$ cat config.mk
export PLATFORM = sky130hd
export DESIGN_NAME = sipo_stream
export DESIGN_NICKNAME = d
export VERILOG_FILES = /design/src/rtl/sipo_pkg.sv /design/src/rtl/sipo_out_slot.sv /design/src/rtl/sipo_stream.sv
export SDC_FILE = /design/constraint.sdc
export NUM_CORES = 1
export LEC_CHECK = 0
export CORE_AREA = 2 2 48 50
export DETAILED_ROUTE_END_ITERATION = 6
export DIE_AREA = 0 0 50 52
export PLACE_DENSITY = 0.79
export SETUP_SLACK_MARGIN = 0.1
export SLEW_MARGIN = 40
export SYNTH_ARGS = -nofsm -noshare
export SYNTH_HDL_FRONTEND = slang
export SYNTH_HIERARCHICAL = 1
export SYNTH_SLANG_ARGS = --single-unit
$ cat constraint.sdc
create_clock -name clk -period 1.55 [get_ports clk]
set_input_delay 0.155 -clock clk [delete_from_list [all_inputs] [get_ports clk]]
set_output_delay 0.155 -clock clk [all_outputs]
set_load 0.05 [all_outputs]
$ cat src/rtl/sipo_pkg.sv
// sipo_pkg: shared constants and helpers for the serial-in/parallel-out family
package sipo_pkg;

    localparam bit SIPO_LSB_FIRST = 1'b0;
    localparam bit SIPO_MSB_FIRST = 1'b1;

    // Smallest r with 2**r >= v; usable in parameter expressions
    function automatic int clog2(input int v);
        int r;
        r = 0;
        for (int i = 0; i < 31; i++)
            if ((1 << i) < v) r = i + 1;
        return r;
    endfunction

endpackage

$ cat src/rtl/sipo_out_slot.sv
// sipo_out_slot: one-entry valid/ready holding register for assembled words
module sipo_out_slot
    import sipo_pkg::*;
#(
    parameter int WIDTH = 8
) (
    input  logic             clk,
    input  logic             rst,
    input  logic             load,
    input  logic [WIDTH-1:0] word,
    input  logic             consume,
    output logic [WIDTH-1:0] par_out,
    output logic             out_valid
);

    // Load wins over consume so a completion in the consume cycle streams without a bubble
    always_ff @(posedge clk or posedge rst) begin
        if (rst) begin
            par_out   <= '0;
            out_valid <= 1'b0;
        end else if (load) begin
            par_out   <= word;
            out_valid <= 1'b1;
        end else if (consume) begin
            out_valid <= 1'b0;
        end
    end

endmodule

$ cat src/rtl/sipo_stream.sv
// sipo_stream: serial-in/parallel-out deserialiser with valid/ready on both sides
module sipo_stream
    import sipo_pkg::*;
#(
    parameter int WIDTH     = 8,
    parameter bit MSB_FIRST = SIPO_MSB_FIRST,
    parameter int CW        = clog2(WIDTH)
) (
    input  logic             clk,
    input  logic             rst,
    input  logic             flush,
    input  logic             in_valid,
    input  logic             serial_in,
    output logic             in_ready,
    output logic [WIDTH-1:0] par_out,
    output logic             out_valid,
    input  logic             out_ready,
    output logic [CW-1:0]    bit_cnt
);

    logic [WIDTH-1:0] shift_reg;
    logic [WIDTH-1:0] next_word;
    logic             last;
    logic             accept;

    assign last      = bit_cnt == CW'(WIDTH - 1);
    assign in_ready  = !last || !out_valid || out_ready;
    assign accept    = in_valid && in_ready && !flush;
    assign next_word = (MSB_FIRST == SIPO_MSB_FIRST) ? {shift_reg[WIDTH-2:0], serial_in}
                                                     : {serial_in, shift_reg[WIDTH-1:1]};

    // Collect bits; the completing bit hands the word to the slot and restarts assembly
    always_ff @(posedge clk or posedge rst) begin
        if (rst) begin
            shift_reg <= '0;
            bit_cnt   <= '0;
        end else if (flush) begin
            shift_reg <= '0;
            bit_cnt   <= '0;
        end else if (accept) begin
            shift_reg <= last ? '0 : next_word;
            bit_cnt   <= last ? '0 : bit_cnt + CW'(1);
        end
    end

    sipo_out_slot #(.WIDTH(WIDTH)) u_slot (
        .clk       (clk),
        .rst       (rst),
        .load      (accept && last),
        .word      (next_word),
        .consume   (out_ready),
        .par_out   (par_out),
        .out_valid (out_valid)
    );

endmodule

==> impl_metrics.json <==
{
  "internal_power_uw": 647,
  "io_pins": 19,
  "r2r-start": "bit_cnt[1]$_DFFE_PP0P_",
  "power_density_nw_per_um2": 742,
  "yosysWarnings": 6,
  "final_area_um2": 1150,
  "hold_class": "input pin to async pin",
  "cts_buffer_depth": 2,
  "worstSkewPairLatency_ns": 0.29,
  "synth.area.mux_share_pct": 15.7,
  "crit_buf_inv": 1,
  "nets": 92,
  "drc": 0,
  "vias": 550,
  "syn_inst": 53,
  "drtAntennaViolNets": 0,
  "synthSimpleGateAreaFrac_pct": 10.2,
  "wl_per_cell_um": 14.6,
  "initial_utilization_pct": 39.7,
  "dr.first_iter.drc_count": 14,
  "fill_cells": 187,
  "netlist_top_cells_area": "dfrtp_1 57%, mux2_4 14%, a22o_1 7.3%, ha_1 3.0%, nand3b_4 2.4%",
  "via_per_inst": 4.95,
  "final-setup-viol-count": 9,
  "port_buffers": 18,
  "power.switching_uw": 206,
  "die_w_um": 50,
  "synth_top_area_share_pct": 56.9,
  "max_clock_freq_mhz": 613,
  "worst_pin_slew_ns": 0.411,
  "crit_arrival_ns": 1.82,
  "async_flop_share_pct": 100,
  "synth_top_family_by_area": "multiplexers",
  "yosysMostFrequentCell": "dfrtp_1",
  "utilization_pct": 54.6,
  "crit_type": "register to register",
  "num_rows": 17,
  "critPathSlowestCell": "dfrtp_2",
  "drtPass1Iterations": 3,
  "die_area_um2": 2600,
  "status": "complete, but fails checks",
  "ys_ff_latch": 19,
  "overflow": 0,
  "reg2reg_to": "u_slot/par_out[3]$_DFFE_PP0P_",
  "htreeDepth": 1,
  "post_synth_fa_ha_maj_area_fraction_pct": 2.99,
  "cts_buffers": 3,
  "post-route-period-util_pct": 105,
  "synth-seq-area-share_pct": 56.9,
  "synthesis.nets": 61,
  "drv_slew": 0,
  "cp-start-kind": "register",
  "fin_ws_ns": -0.0804,
  "grt_pass1_vias": 584,
  "synth-compound-area-share_pct": 11.5,
  "synthFlopType": "dfrtp_1",
  "finClkSkew_ns": 0.00640,
  "whs_ns": 0.136,
  "syn_to_final_growth_pct": 37.6,
  "synth_xor_area_share_pct": 0,
  "p_comb_share_pct": 11.2,
  "place_area_um2": 1100,
  "final-hold-violation-count": 0,
  "critPathCaptureType": "register",
  "r2r_slack_ns": -0.08,
  "gp_congestion": 0.808,
  "rr_worst_depth": 6,
  "core_area_um2": 2110,
  "antenna_found_initial": 0,
  "gr-usage-all-layers_pct": 14.7,
  "grt_pass1_wl_um": 2730,
  "cellLeakagePower_uw": 0.000593,
  "n_antenna_cell": 0,
  "synth.distinct_cells": 16,
  "critPathTopFamily": "flip-flops",
  "slew_headroom_pct": 72.5,
  "clk_pin_slew_ns": 0.10,
  "crit_chain": "ha_4 -> ha_4 -> nand3b_4 -> and4b_1 -> buf_6 -> mux2_4",
  "tns_ns": -0.620,
  "syn_area_um2": 836,
  "largest_reg_flops": 8,
  "period_needed_ns": 1.63,
  "routed_wirelength_um": 1620,
  "syn_avg_cell_area_um2": 15.8,
  "die_h_um": 52,
  "drive_above_1_share_pct": 50.6,
  "rsz0062_at_grt": "true",
  "cts_root_buf": "clkbuf_4",
  "synth_edf_count": 0,
  "critPathMaxFanout": 5,
  "ir_drop_mv": 0.400,
  "slowest_delay_ns": 0.44,
  "cp.required_ns": 1.74,
  "tritoncts": "built",
  "grt_max_degree": 11,
  "drv_cap": 0,
  "p_seq_share_pct": 60.0,
  "sw_frac_of_total_pct": 24.1,
  "crit_top_cell": "ha_4",
  "synth_top_area_cell": "dfrtp_1",
  "violations": "negative setup slack",
  "ys_top_cells_by_count": "19 x dfrtp_1, 8 x mux2_4, 7 x a22o_1",
  "clock-sinks": 19,
  "clkPwrFrac_pct": 28.9
}
## power groups by stage
| stage | Combinational (uW) | Sequential (uW) | Clock (uW) |
|---|---|---|---|
| floorplan | 31.9 | 538 | 0 |
| global placement | 93.3 | 521 | 0 |
| detailed placement | 97.2 | 521 | 0 |
| CTS | 97.6 | 512 | 272 |
| global route | 104 | 513 | 285 |
| finish | 95.2 | 511 | 246 |
## area by class of cell
class                           count  area [um2]  area share [%]
Sequential cell                    19         479            41.7
Clock buffer                        4        26.3            2.29
Timing Repair Buffer               27         235            20.5
Tap cell                           28        35.0            3.05
Multi-Input combinational cell     30         363            31.6
Inverter                            3        11.3           0.979
## stage by stage
stage,instances,total power [uW],setup WS (ns)
after floorplan,53,570,-0.375
after global routing,111,902,-0.124
after global placement,105,614,-0.0528
final,111,853,-0.0804
after detailed placement,105,619,-0.0861
after CTS,111,881,-0.0966
## kinds of logic (layout without fill, tap and decap cells)
| logic type | Yosys count | after routing |
|---|---|---|
| flip-flops | 19 | 19 |
| AO/OA/AOI/OAI | 11 | 11 |
| multiplexers | 9 | 9 |
| AND/OR/NAND/NOR | 8 | 8 |
| buffers and inverters | 4 | 34 |
| adder cells (fa/ha/maj) | 2 | 2 |
## layout by cell type (no fill, tap or decap)
| cell | Yosys | routed |
|---|---|---|
| buf_4 | 0 | 19 |
| dfrtp_1 | 19 | 16 |
| mux2_4 | 8 | 8 |
| a22o_1 | 7 | 7 |
| clkdlybuf4s50_1 | 0 | 5 |
| inv_1 | 3 | 3 |
| dfrtp_2 | 0 | 3 |
| clkbuf_4 | 0 | 3 |
| nand2b_1 | 2 | 2 |
| nand4b_1 | 2 | 2 |
| o21ai_0 | 2 | 2 |
| ha_4 | 0 | 2 |
| buf_6 | 1 | 2 |
| nand3b_4 | 1 | 1 |
| and2_1 | 1 | 1 |
| nor3b_4 | 1 | 1 |
| a21oi_4 | 1 | 1 |
| and4b_1 | 1 | 1 |
| mux2_1 | 1 | 1 |
| clkbuf_1 | 0 | 1 |
| buf_12 | 0 | 1 |
| a21o_2 | 1 | 1 |
## what timing repair did
action | CTS | global route
setup buffers | 2 | 0
gates resized for setup | 2 | 0
pin swaps | 9 | 6
hold buffers | 0 | 0
endpoints found under the setup margin | 10 | 18
## worst reg2reg max path, cell delays in order, from the launching register on
cell and delay, ns:
dfrtp_2 0.44, ha_4 0.17, ha_4 0.16, nand3b_4 0.07, and4b_1 0.24, buf_6 0.15
mux2_4 0.30
## routing by layer
metal | track usage, % | routed length [um]
met5 | 0 | 0
met4 | 9.72 | 17
met3 | 2.59 | 46
met2 | 23.5 | 842
met1 | 18.3 | 714
## how the worst max path moves through the flow
stage,cells after the start,from,to,slack (ns)
floorplan,6,bit_cnt[1]$_DFFE_PP0P_,u_slot/par_out[0]$_DFFE_PP0P_,-0.37
global placement,6,bit_cnt[1]$_DFFE_PP0P_,u_slot/par_out[1]$_DFFE_PP0P_,-0.05
finish,6,bit_cnt[1]$_DFFE_PP0P_,u_slot/par_out[3]$_DFFE_PP0P_,-0.08
CTS,6,bit_cnt[1]$_DFFE_PP0P_,u_slot/par_out[4]$_DFFE_PP0P_,-0.1
global route,6,bit_cnt[1]$_DFFE_PP0P_,u_slot/par_out[4]$_DFFE_PP0P_,-0.12
detailed placement,6,bit_cnt[1]$_DFFE_PP0P_,u_slot/par_out[3]$_DFFE_PP0P_,-0.09
Note: power is estimated with default switching activity, not from simulation.
